==> src/rtl/soc_data_bridge.sv <==
// Data-side bridge between the core LSU and either the data RAM or a small
// MMIO register window (FLAG, RESULT, free-running CYCLE counter, ID).
module soc_data_bridge #(
    parameter logic [31:0] MMIO_BASE = 32'h0010_0000,
    parameter logic [31:0] MMIO_MASK = 32'hFFFF_FFF0
) (
    input  logic        clk_i,
    input  logic        rst_i,
    input  logic        data_req_i,
    input  logic        data_we_i,
    input  logic [3:0]  data_be_i,
    input  logic [31:0] data_addr_i,
    input  logic [31:0] data_wdata_i,
    output logic        data_gnt_o,
    output logic        data_rvalid_o,
    output logic        data_err_o,
    output logic [31:0] data_rdata_o,
    output logic        mem_req_o,
    output logic        mem_we_o,
    output logic [3:0]  mem_be_o,
    output logic [31:0] mem_addr_o,
    output logic [31:0] mem_wdata_o,
    input  logic        mem_gnt_i,
    input  logic        mem_rvalid_i,
    input  logic [31:0] mem_rdata_i,
    output logic [31:0] flag_o,
    output logic [31:0] result_o,
    output logic        done_o
);

    localparam logic [31:0] ID_VALUE = 32'hCE0E_0001;

    typedef enum logic [1:0] {IDLE, MEM_WAIT, MMIO_RESP} state_t;

    state_t      state;
    logic [31:0] flag;
    logic [31:0] result;
    logic [31:0] cycle_count;
    logic [31:0] resp_rdata;
    logic        resp_err;
    logic        is_mmio;
    logic        ram_req;
    logic        mmio_gnt;
    logic [1:0]  offset;

    function automatic logic [31:0] apply_be(input logic [31:0] old_val,
                                             input logic [31:0] new_val,
                                             input logic [3:0]  be);
        logic [31:0] merged;
        merged = old_val;
        for (int i = 0; i < 4; i++) begin
            if (be[i]) merged[8*i +: 8] = new_val[8*i +: 8];
        end
        return merged;
    endfunction

    assign is_mmio  = ((data_addr_i & MMIO_MASK) == MMIO_BASE);
    assign offset   = data_addr_i[3:2];
    // Requests are only considered in IDLE, and never while reset is held.
    assign ram_req  = !rst_i && (state == IDLE) && data_req_i && !is_mmio;
    assign mmio_gnt = !rst_i && (state == IDLE) && data_req_i && is_mmio;

    always_comb begin
        mem_req_o     = ram_req;
        mem_we_o      = ram_req & data_we_i;
        mem_be_o      = ram_req ? data_be_i : 4'b0000;
        mem_addr_o    = ram_req ? data_addr_i : 32'h0;
        mem_wdata_o   = ram_req ? data_wdata_i : 32'h0;
        data_gnt_o    = mmio_gnt | (ram_req & mem_gnt_i);
        data_rvalid_o = 1'b0;
        data_err_o    = 1'b0;
        data_rdata_o  = 32'h0;
        if (!rst_i) begin
            if (state == MEM_WAIT) begin
                data_rvalid_o = mem_rvalid_i;
                data_rdata_o  = mem_rvalid_i ? mem_rdata_i : 32'h0;
            end else if (state == MMIO_RESP) begin
                data_rvalid_o = 1'b1;
                data_err_o    = resp_err;
                data_rdata_o  = resp_rdata;
            end
        end
    end

    always_ff @(posedge clk_i) begin
        if (rst_i) begin
            state       <= IDLE;
            flag        <= 32'h0;
            result      <= 32'h0;
            cycle_count <= 32'h0;
            resp_rdata  <= 32'h0;
            resp_err    <= 1'b0;
        end else begin
            cycle_count <= cycle_count + 32'd1;
            case (state)
                IDLE: begin
                    if (ram_req && mem_gnt_i) begin
                        state <= MEM_WAIT;
                    end else if (mmio_gnt) begin
                        state      <= MMIO_RESP;
                        resp_err   <= 1'b0;
                        resp_rdata <= 32'h0;
                        // Writes answer with zero data; read-only targets flag an error.
                        if (data_we_i) begin
                            case (offset)
                                2'd0:    flag   <= apply_be(flag, data_wdata_i, data_be_i);
                                2'd1:    result <= apply_be(result, data_wdata_i, data_be_i);
                                default: resp_err <= 1'b1;
                            endcase
                        end else begin
                            case (offset)
                                2'd0:    resp_rdata <= flag;
                                2'd1:    resp_rdata <= result;
                                2'd2:    resp_rdata <= cycle_count;
                                default: resp_rdata <= ID_VALUE;
                            endcase
                        end
                    end
                end
                MEM_WAIT: begin
                    if (mem_rvalid_i) state <= IDLE;
                end
                MMIO_RESP: state <= IDLE;
                default:   state <= IDLE;
            endcase
        end
    end

    assign flag_o   = flag;
    assign result_o = result;
    assign done_o   = |flag;

endmodule
==> config.mk <==
export PLATFORM = sky130hd
export DESIGN_NAME = soc_data_bridge
export DESIGN_NICKNAME = d
export VERILOG_FILES = /design/src/rtl/soc_data_bridge.sv
export SDC_FILE = /design/constraint.sdc
export NUM_CORES = 1
export LEC_CHECK = 0
export BUFFER_PORTS_ARGS = -buffer_cell sky130_fd_sc_hd__clkbuf_2
export CORE_MARGIN = 1.5
export CORE_UTILIZATION = 45
export DETAILED_ROUTE_END_ITERATION = 10
export GPL_TIMING_DRIVEN = 0
export PLACE_DENSITY = 0.77
export SLEW_MARGIN = 20
export SYNTH_ARGS = -nofsm -noshare
export SYNTH_HDL_FRONTEND = slang
export SYNTH_SLANG_ARGS = --single-unit
==> constraint.sdc <==
create_clock -name clk_i -period 2.45 [get_ports clk_i]
set_input_delay 0.3675 -clock clk_i [delete_from_list [all_inputs] [get_ports clk_i]]
set_output_delay 0.3675 -clock clk_i [all_outputs]
set_load 0.01 [all_outputs]
### Word level (Yosys, flattened, before mapping)

Cells that the tools add are included.

* logic and storage cells: 66
* input port bits: 106
* output and inout port bits: 170
* register bits: 131

* multiplexer cells: 21
* $add $sub $neg: 1
* equality and inequality tests: 7
* reduce and logical (&&, ||, !) cells: 21
* bitwise operators: 4

Operators with widths (number)
* $mux W32: 7
* $pmux W32 S3: 1
* $reduce_and A6 Y1: 8
* $add A32 B1 Y32 const B: 1
* $reduce_or A32 Y1: 1
* $eq A28 B17 Y1 const B: 1
* $mux W1: 8
* $mux W2: 3
* $logic_and A1 B1 Y1: 5
* $eq A2 B1 Y1 const B: 2
* $eq A2 B2 Y1 const B: 2
* $logic_not A2 Y1: 2
* $mux W4: 1
* $pmux W2 S2: 1
* $ne A3 B2 Y1 const B: 1
* $reduce_and A3 Y1: 1
* $and A1 B1 Y1: 2
* $logic_not A1 Y1: 2
* $ne A2 B2 Y1 const B: 1
* $reduce_and A2 Y1: 1
* $reduce_or A2 Y1: 1
* $not A1 Y1: 1
* $or A1 B1 Y1: 1

### Longest topological paths before layout

Gate-level depths: netlist of run 1.

* depth in word-level cells: 7
* mapped depth: 8

### Worst setup path before layout of run 1

No wires, ideal clock.

* path type: input -> output
* start: input rst_i
* end: output data_gnt_o
* stages on the path: 7
* arrival: 2305 ps
* path slack: -223 ps
* cells stage by stage: buf_6 > or4b_4 > or4_1 > buf_4 > nor2_2 > clkbuf_1 > a21o_1

* longest elaborated chain between the ends: 6
* elaborated cells between the ends (all ways): 7
* classes of those cells: bitwise (2); reduce/logical (5)

RTL lines
* start, declared: line 8 `input logic rst_i,`
* $logic_not A1 Y1 (*)
* $logic_and A1 B1 Y1 (*) (2 in a row): line 60, 61
* $logic_and A1 B1 Y1: line 60 `assign ram_req = !rst_i && (state == IDLE) && data_req_i && !is_mmio;`
* $and A1 B1 Y1: line 69 `data_gnt_o = mmio_gnt | (ram_req & mem_gnt_i);`
* $or A1 B1 Y1 (*): line 69
* end, declared: line 14 `output logic data_gnt_o,`

Every way passes the cells marked *; elsewhere a longest branch is shown, timed or not.

### Final worst setup path of run 1

* start: register flag[13] (netlist: flag_o[13])
* end: output done_o

* longest elaborated chain between the ends: 1

RTL lines
* start, declared: line 36 `logic [31:0] flag;`
* start signal, assigned: line 106 `2'd0: flag <= apply_be(flag, data_wdata_i, data_be_i);`
* $reduce_or A32 Y1: line 131 `assign done_o = |flag;`
* end, declared: line 28 `output logic done_o`

No other way between the ends.

==> results.toml, run 1 <==
[clocking]
cts_hold_buf = 0
cts_tree = "done"
clock-sinks = 131
clk_path_buf_depth = 2
path_clk_slew_ps = 60
h-tree-depth = 4
cts_root_buffer = "clkbuf_16"
clkLatencyLatePin_ps = 440
cts-buffers-inserted = 17

[floorplan]
num_rows = 46
coreArea_um2 = 15800
die-width_um = 130
pin_count = 276
die_area_um2 = 16900
die_h_um = 130
start_util_pct = 45.8

[global_routing]
grt.total_usage_pct = 33.5
gr-total-overflow = 0
antenna_found_initial = 0
grt_pass1_wl_mm = 42.1
grt_pass1_vias = 7316
grt_max_degree = 17

[route]
wl_per_cell_um = 22.5
drt_iter0_drc = 1078
final_antenna_net_count = 0
dr.pass1.iters = 5
routed_wl_mm = 31.0
vias = 8470
drc = 0
viasPerCell = 6.15

[worst_setup_path]
cp-start-kind = "register"
r2r_cells = 9
r2r_setup_slack_ps = -250
cp_max_fo = 4
crit_type = "register to output pin"
cp-end-kind = "output pin"
crit_arrival_ps = 2430
reg2reg_from = "state[1]"
crit_required_ps = 2080
reg2reg_to = "flag_o[3]"

[synth]
yosysWarnings = 0
synth_fp_nets = 928
seq_area_frac_synth_pct = 36.2
synth_edf_count = 0
netlist_area_um2 = 7250
synth.distinct_cells = 43
synth-seq-cells = 131
ys_async_sr_fraction_pct = 0
syn_avg_cell_area_um2 = 8.83
synth_ff_type = "dfxtp_1"
netlist_instances = 821

[sta]
setup-violations-final = 147
hold_viol_final = 0
fin_hold_ws_ps = 147
slew_violations = 0
fmax_mhz = 358
relSlewSlack_pct = 34.2
fin_skew_ps = 10.3
setup_ws_ps = -347
rsz0062_at_grt = "true"
worst_pin_slew_ps = 979
final.min_clock_period_ps = 2800
finalCritPeriodShare_pct = 114

[power_and_ir_drop]
powerDensity_nw_per_um2 = 497
power_leakage_nw = 4.61
ir_worst_vdd_uv = 563

[final_layout]
area_growth_pct = 47.5
diodes = 0
nNetsFinal = 1256
drive_above_1_share_pct = 42.3
final_util_pct = 67.6

[place]
gp_congestion = 1.00
hpwl_mm = 20.2
port_buffers = 273

[hold_path]
min_to = "state[0]"
hp-class = "primary input to register"
hp-start = "mem_gnt_i"
hold_depth = 2

[status]
violations = "negative setup slack"
outcome = "finished with violations"

[job]
drv_cap = 0
==> state kept, by name (all words and copies together), names as in the netlist <==
name	flops
resp_err	1
state	2
flag_o	32
result_o	32
resp_rdata	32
cycle_count	32
==> logic make-up after synthesis <==
| family | after synthesis | synth area share [%] |
|---|---|---|
| AND/OR/NAND/NOR | 357 | 30.1 |
| AO/OA/AOI/OAI | 154 | 14.4 |
| flip-flops | 131 | 36.2 |
| multiplexers | 93 | 13.8 |
| buffers and inverters | 74 | 4.11 |
| XOR/XNOR | 11 | 1.33 |
| adder cells (fa/ha/maj) | 1 | 0.173 |
==> worst max-delay path, cell delays in order (launching register included) <==
cell      delay (ps)
dfxtp_1          390
nor4_1           860
nand4_1          240
or2_2            370
clkbuf_2         140
==> cells in the final DEF (no fill, tap or decap), types with 6 or more instances in the layout <==
master,Yosys,final
o31ai_1,26,18
nand3_1,14,14
nor4_1,15,12
mux2i_1,38,38
nor2_1,49,49
and2_1,70,30
o2bb2ai_1,23,23
a21oi_1,33,32
buf_12,0,11
clkbuf_2,0,232
nand2b_1,43,43
mux2_2,53,23
mux2_4,0,32
nor2b_1,50,50
nand2_1,11,11
buf_4,1,17
o21ai_0,29,28
buf_1,9,7
buf_2,1,16
buf_6,2,49
buf_8,0,7
dfxtp_1,131,130
o221ai_1,9,9
xor2_1,10,10
nand4_1,50,50
and2_4,0,40
clkbuf_1,60,39
and4_1,6,6
nor3_4,4,8
clkbuf_16,0,20
and3_1,7,7
or4_1,15,13
a22oi_1,32,32
==> stage by stage <==
stage	total power [mW]	worst slack, ps	std cells	instance area (µm²)	setup TNS, ps
floorplan	2.40	-99.8	821	7320	-1250
global placement	2.64	-677	1310	8950	-69560
detailed placement	2.64	-736	1310	8950	-75310
CTS	5.19	-370	1363	10000	-10220
global route	5.43	-330	1378	10700	-20190
finish	5.32	-347	1378	10700	-16770
==> what timing repair did <==
action | in CTS | in global routing
pin swaps | 18 | 30
cloned | 3 | 1
resized for setup | 75 | 174
hold endpoints to repair | 0 | 0
endpoints found under the setup margin | 175 | 182
buffers inserted | 19 | 19
==> worst max path at each step <==
| stage | from | cells past startpoint | to |
|---|---|---|---|
| 2_1_floorplan | data_addr_i[22] | 6 | flag_o[10] |
| 3_5_place_dp | data_addr_i[7] | 6 | result_o[9] |
| 6_report | flag_o[13] | 4 | done_o |
| 5_1_grt | flag_o[13] | 4 | done_o |
| 3_3_place_gp | data_addr_i[7] | 6 | result_o[9] |
| 4_1_cts | state[1] | 7 | data_gnt_o |
==> routing by layer <==
layer	track usage [%]	vias to the layer above	share of wire, %
li1	-	3669	-
met1	44.4	3990	39
met2	51.4	647	44
met3	7.63	164	11
met4	16.5	0	5.5
met5	0	-	0
==> power by group <==
part	internal (mW)	switching, mW	total (mW)
registers	2.14	0.00859	2.14
logic	0.281	0.334	0.615
clock network	1.57	0.990	2.56
total	3.99	1.33	5.32
==> cell usage after synthesis (5+ instances only) <==
library cell  instances  share of area, %
dfxtp_1             131                36
and2_1               70               6.0
clkbuf_1             60               3.1
mux2_2               53               8.2
nand4_1              50               4.3
nor2b_1              50               4.3
nor2_1               49               2.5
nand2b_1             43               3.7
mux2i_1              38               5.2
a21oi_1              33               2.3
a22oi_1              32               3.3
o21ai_0              29               2.0
o31ai_1              26               2.7
o2bb2ai_1            23               2.8
nor4_1               15               1.3
or4_1                15               1.6
nand3_1              14              0.97
nand2_1              11              0.57
xor2_1               10               1.2
buf_1                 9              0.47
o221ai_1              9               1.1
and3_1                7              0.60
and4_1                6              0.72
or3_1                 5              0.43
==> area by class of cell <==
type / instances / area (µm²)
inverters: 1 / 3.75
repair buffers: 314 / 2120
clock buffers: 23 / 478
flip-flops and latches: 131 / 2620
plain buffers: 68 / 405
well taps: 216 / 270
clock inverters: 9 / 104
fillers: 1141 / 5130
multi-input cells: 616 / 4690
Note: power is estimated with default switching activity, not from simulation.
==> run 2: changes to the inputs <==
- BUFFER_PORTS_ARGS: -buffer_cell sky130_fd_sc_hd__clkbuf_2 -> -buffer_cell sky130_fd_sc_hd__buf_2
- CTS_CLUSTER_SIZE: unset -> 28
- PLACE_DENSITY: 0.77 -> unset
- PLACE_DENSITY_LB_ADDON: unset -> 0.2
==> run 2 against run 1 <==
Compared with the run above:
- the run still ends with negative setup slack left
- die area unchanged
- sequential share of layout area fell by 0.066 points
- global-route usage shrank 0.80 points
- critical path depth increased by 2
- via count down 4.9%
- flip-flop and latch count is the same
- clock power decreased by 11%
- final cell count shrank 0.22%
- non-clock buffer count is 1 lower
- critical endpoint is now data_gnt_o
- largest power group unchanged
==> results.toml, run 2 (same netlist as run 1, synthesis figures left out) <==
[place]
post_dp_cell_area_um2 = 8950
post-place-ws_ps = -775
port_buffers = 273
hpwl_mm = 20.0
gp_congestion = 0.915

[sta]
finalCritPeriodShare_pct = 110
worst_pin_slew_ps = 828
hold_viol_final = 0
final.min_clock_period_ps = 2680
setup_ws_ps = -233
fmax_mhz = 373
relSlewSlack_pct = 44.8
fin_skew_ps = 8.49
setup-violations-final = 81
slew_violations = 0
rsz0062_at_grt = "true"

[clocking]
cts_hold_buf = 0
clock-sinks = 131
clk_path_buf_depth = 2
cts-buffers-inserted = 17
clkLatencyLatePin_ps = 420
cts_root_buffer = "clkbuf_16"
cts_tree = "done"
h-tree-depth = 4
path_clk_slew_ps = 50

[route]
vias = 8055
viasPerCell = 5.86
routed_wl_mm = 28.9
drt_iter0_drc = 981
drc = 0
dr.pass1.iters = 6
final_antenna_net_count = 0
wl_per_cell_um = 21.0

[floorplan]
start_util_pct = 45.8
die_h_um = 130
die_area_um2 = 16900
num_rows = 46
pin_count = 276
coreArea_um2 = 15800
die-width_um = 130

[worst_setup_path]
reg2reg_to = "flag_o[10]"
cp-end-kind = "output pin"
cp_cell_sequence = "or4b_4 -> or4_4 -> nor2_4 -> buf_8 -> a21o_1 -> buf_2"
slowest_stage = "or4b_4"
r2r_setup_slack_ps = -20
crit_type = "register to output pin"
reg2reg_from = "state[1]"
cp_max_fo = 3
r2r_cells = 7
crit_required_ps = 2080
critPathMaxStageDelay_ps = 550
cp-start-kind = "register"
crit_arrival_ps = 2320

[global_routing]
antenna_found_initial = 1
grt_pass1_vias = 7231
grt.total_usage_pct = 32.7
grt_max_degree = 17
gr-total-overflow = 0
grt_pass1_wl_mm = 41.2

[power_and_ir_drop]
power_mw = 5.06
ir_worst_vdd_uv = 509
power_leakage_nw = 4.70
powerDensity_nw_per_um2 = 472

[hold_path]
hold_depth = 2
min_to = "state[0]"
hp-start = "mem_gnt_i"
hp-class = "primary input to register"

[final_layout]
nNetsFinal = 1255
final_common_cell = "buf_2"
final_cell_mix = "buf_2 (205), dfxtp_1 (130), buf_6 (74)"
area_growth_pct = 47.9
final_area_um2 = 10700
drive_above_1_share_pct = 43.8

[job]
drv_cap = 0

[status]
violations = "negative setup slack"
outcome = "finished with violations"
## run 2: worst max path at each step
stage                          startpoint               to  slack, ps  cells past startpoint
after global placement              rst_i  mem_wdata_o[16]       -810                      6
after floorplan           data_addr_i[22]       flag_o[10]       -100                      6
after global routing             state[1]       data_gnt_o       -260                      6
after CTS                        state[1]       data_gnt_o       -380                      7
final                            state[1]       data_gnt_o       -230                      6
after detailed placement            rst_i  mem_wdata_o[16]       -770                      6
## run 2: final cells by class
type / instances / area [µm²]
fill: 1223 / 5100
inverter: 1 / 3.75
tap: 216 / 270
clock buffer: 23 / 478
multi-input combinational: 616 / 4630
buffer: 70 / 417
clock inverter: 6 / 32.5
antenna: 1 / 2.50
sequential: 131 / 2620
timing repair buffer: 311 / 2260
## run 2: critical path, delay by kind of cell (launching register included)
family	cells	cell delay (ps)
compound gates	1	90
buf+inv	2	260
flops	1	310
simple gates	3	1220
## run 2: what timing repair did
item / CTS / global route
pin swaps: 67 / 12
gates resized for setup: 122 / 114
gates cloned: 6 / 2
setup buffers: 17 / 13
setup endpoints to repair: 168 / 172
hold endpoints to repair: 0 / 0
## run 2: power breakdown
part | switching, mW | total [mW] | internal [mW]
combinational | 0.328 | 0.648 | 0.321
clock | 0.925 | 2.27 | 1.34
sequential | 0.00710 | 2.14 | 2.14
## run 2: per-stage QoR
| stage | setup TNS (ps) | utilization [%] | hold slack [ps] | instances |
|---|---|---|---|---|
| after floorplan | -1250 | - | 445 | 821 |
| after global placement | -72390 | 56.6 | 462 | 1310 |
| after detailed placement | -73440 | 56.6 | 466 | 1310 |
| after CTS | -7150 | 64.4 | 155 | 1362 |
| after global routing | -9030 | 67.7 | 171 | 1374 |
| final | -6680 | 67.8 | 160 | 1375 |
## run 2: routing by layer
metal | up-vias | global-route usage [%] | part of all wire, %
met5 | - | 0 | 0
met4 | 0 | 16.6 | 4.9
met3 | 107 | 7.22 | 9.2
met2 | 511 | 50.1 | 44
met1 | 3769 | 43.3 | 42
li1 | 3668 | - | -
==> run 3: changes to the inputs <==
- CORE_ASPECT_RATIO: unset -> 1.5
==> run 3 against run 2 <==
Compared with the run above:
- the flow still finishes with violations (negative setup slack)
- final area fell by 4.2%
- setup slack improved by 51 ps
- via count fell by 1.3%
- combinational power fell by 15%
- first-iteration DRC count fell by 46%
- critical endpoint unchanged
- largest cell class unchanged
- largest power group unchanged
- highest routed layer is now met5
==> results.toml, run 3 (same netlist as run 1, synthesis figures left out) <==
[status]
outcome = "finished with violations"
violations = "negative setup slack"

[place]
port_buffers = 273
hpwl_mm = 21.5
placedCellCount = 1297
gp_congestion = 0.906
post_dp_cell_area_um2 = 8940

[route]
vias = 7951
final_antenna_net_count = 0
routed_wl_mm = 29.3
wl_per_cell_um = 21.6
viasPerCell = 5.86
drc = 0
drt_iter0_drc = 527
dr.pass1.iters = 5

[clocking]
cts_tree = "done"
path_clk_slew_ps = 60
cts_hold_buf = 0
cts_root_buffer = "clkbuf_16"
clk_path_buf_depth = 2
h-tree-depth = 4
clock-sinks = 131
clkLatencyLatePin_ps = 430
cts-buffers-inserted = 17

[floorplan]
die_area_um2 = 16900
die_h_um = 158
pin_count = 276
die-width_um = 107
coreArea_um2 = 15700
start_util_pct = 46.2
num_rows = 56

[worst_setup_path]
crit_type = "register to output pin"
crit_arrival_ps = 2260
cpLargestDelayFamily = "simple AND/OR/NAND/NOR gates"
r2r_setup_slack_ps = -30
critPathCapture = "data_gnt_o"
reg2reg_from = "state[1]"
cp_max_fo = 4
reg2reg_to = "result_o[1]"
crit_start = "state[1]"
cp-end-kind = "output pin"
slowest_stage = "or4b_4"
r2r_cells = 7
worst-path-stages = 6
cp.buffers_inverters = 2
cp-start-kind = "register"
crit_required_ps = 2080
cp_cell_sequence = "or4b_4 -> or4_4 -> nor2_4 -> clkbuf_16 -> a21o_1 -> buf_2"
critPathMaxStageDelay_ps = 550

[sta]
rsz0062_at_grt = "true"
fmax_mhz = 380
setup-violations-final = 59
fin_skew_ps = 6.44
relSlewSlack_pct = 39.2
finalCritPeriodShare_pct = 107
final.min_clock_period_ps = 2630
slew_violations = 0
setup_ws_ps = -182
worst_pin_slew_ps = 911
hold_viol_final = 0

[final_layout]
final_area_um2 = 10300
drive_above_1_share_pct = 40.3
final_cell_mix = "buf_2 (252), dfxtp_1 (129), nor2b_1 (50), nand4_1 (50), nor2_1 (49)"
instances_no_fill = 1356
area_growth_pct = 41.8
nNetsFinal = 1247
final_common_cell = "buf_2"

[global_routing]
grt_pass1_vias = 7434
antenna_found_initial = 2
grt.total_usage_pct = 33.7
grt_pass1_wl_mm = 42.7
gr-total-overflow = 0
grt_max_degree = 17

[hold_path]
hp-start = "data_wdata_i[8]"
hp-class = "primary input to register"

[job]
drv_cap = 0

[power_and_ir_drop]
ir_worst_vdd_uv = 361
power_leakage_nw = 4.53
powerDensity_nw_per_um2 = 516
[run 3: cell count changes in the layout (fill, tap and decap cells not counted), sizes merged]
| cell | delta |
|---|---|
| bufinv | +3 |
| a21oi | +1 |
| clkinvlp | +6 |
| clkbuf | -4 |
| buf | -10 |
| clkinv | -2 |
[run 3: worst register-to-register path: cells and delay by family, from the launching register on]
kind | cells | cell delay (ps)
buf+inv | 3 | 480
simple gates | 3 | 1220
mux | 1 | 330
flops | 1 | 320
[run 3: worst min path at each step]
| stage | end | cells past startpoint | slack, ps |
|---|---|---|---|
| 2_1_floorplan | resp_err | 2 | 440 |
| 3_3_place_gp | resp_err | 2 | 460 |
| 3_5_place_dp | resp_rdata[18] | 2 | 460 |
| 4_1_cts | flag_o[8] | 2 | 190 |
| 5_1_grt | result_o[13] | 2 | 200 |
| 6_report | flag_o[8] | 2 | 190 |
[run 3: repair_timing]
| item | 4_1_cts | 5_1_grt |
|---|---|---|
| gates resized for setup | 68 | 62 |
| hold endpoints to repair | 0 | 0 |
| pin swaps | 14 | 23 |
| buffers inserted | 20 | 9 |
| gates cloned | 4 | 0 |
| endpoints found under the setup margin | 152 | 176 |
[run 3: power breakdown]
| group | internal, mW | leakage [nW] | switching (mW) |
|---|---|---|---|
| Combinational | 0.250 | 3.20 | 0.304 |
| Sequential | 2.14 | 1.06 | 0.00787 |
| Clock | 1.61 | 0.272 | 0.987 |
[run 3: final cells by class]
cell class / count / area, µm²
multi-input cells: 617 / 4550
well taps: 203 / 254
clock inverters: 13 / 161
plain buffers: 67 / 375
flip-flops and latches: 131 / 2630
clock buffers: 18 / 439
inverters: 1 / 3.75
diodes: 1 / 2.50
fillers: 1319 / 5420
repair buffers: 305 / 1870
[run 3: per-layer routing]
metal | vias up | part of all wire [%] | GRT usage, %
met2 | 395 | 51 | 60.6
met3 | 97 | 8.2 | 10.1
met5 | - | 0.041 | 0
met4 | 2 | 5.1 | 18.2
met1 | 3804 | 35 | 34.9
li1 | 3653 | - | -
[run 3: stage by stage]
step | worst slack, ps | util [%] | setup TNS [ps] | total power [mW] | hold WS, ps
after global routing | -201 | 65.5 | -4020 | 5.42 | 197
after detailed placement | -626 | 56.9 | -61530 | 2.64 | 462
final | -182 | 65.5 | -1790 | 5.30 | 193
after global placement | -657 | 56.9 | -60200 | 2.63 | 465
after CTS | -204 | 63.7 | -2400 | 5.25 | 192
after floorplan | -99.8 | - | -1250 | 2.40 | 445
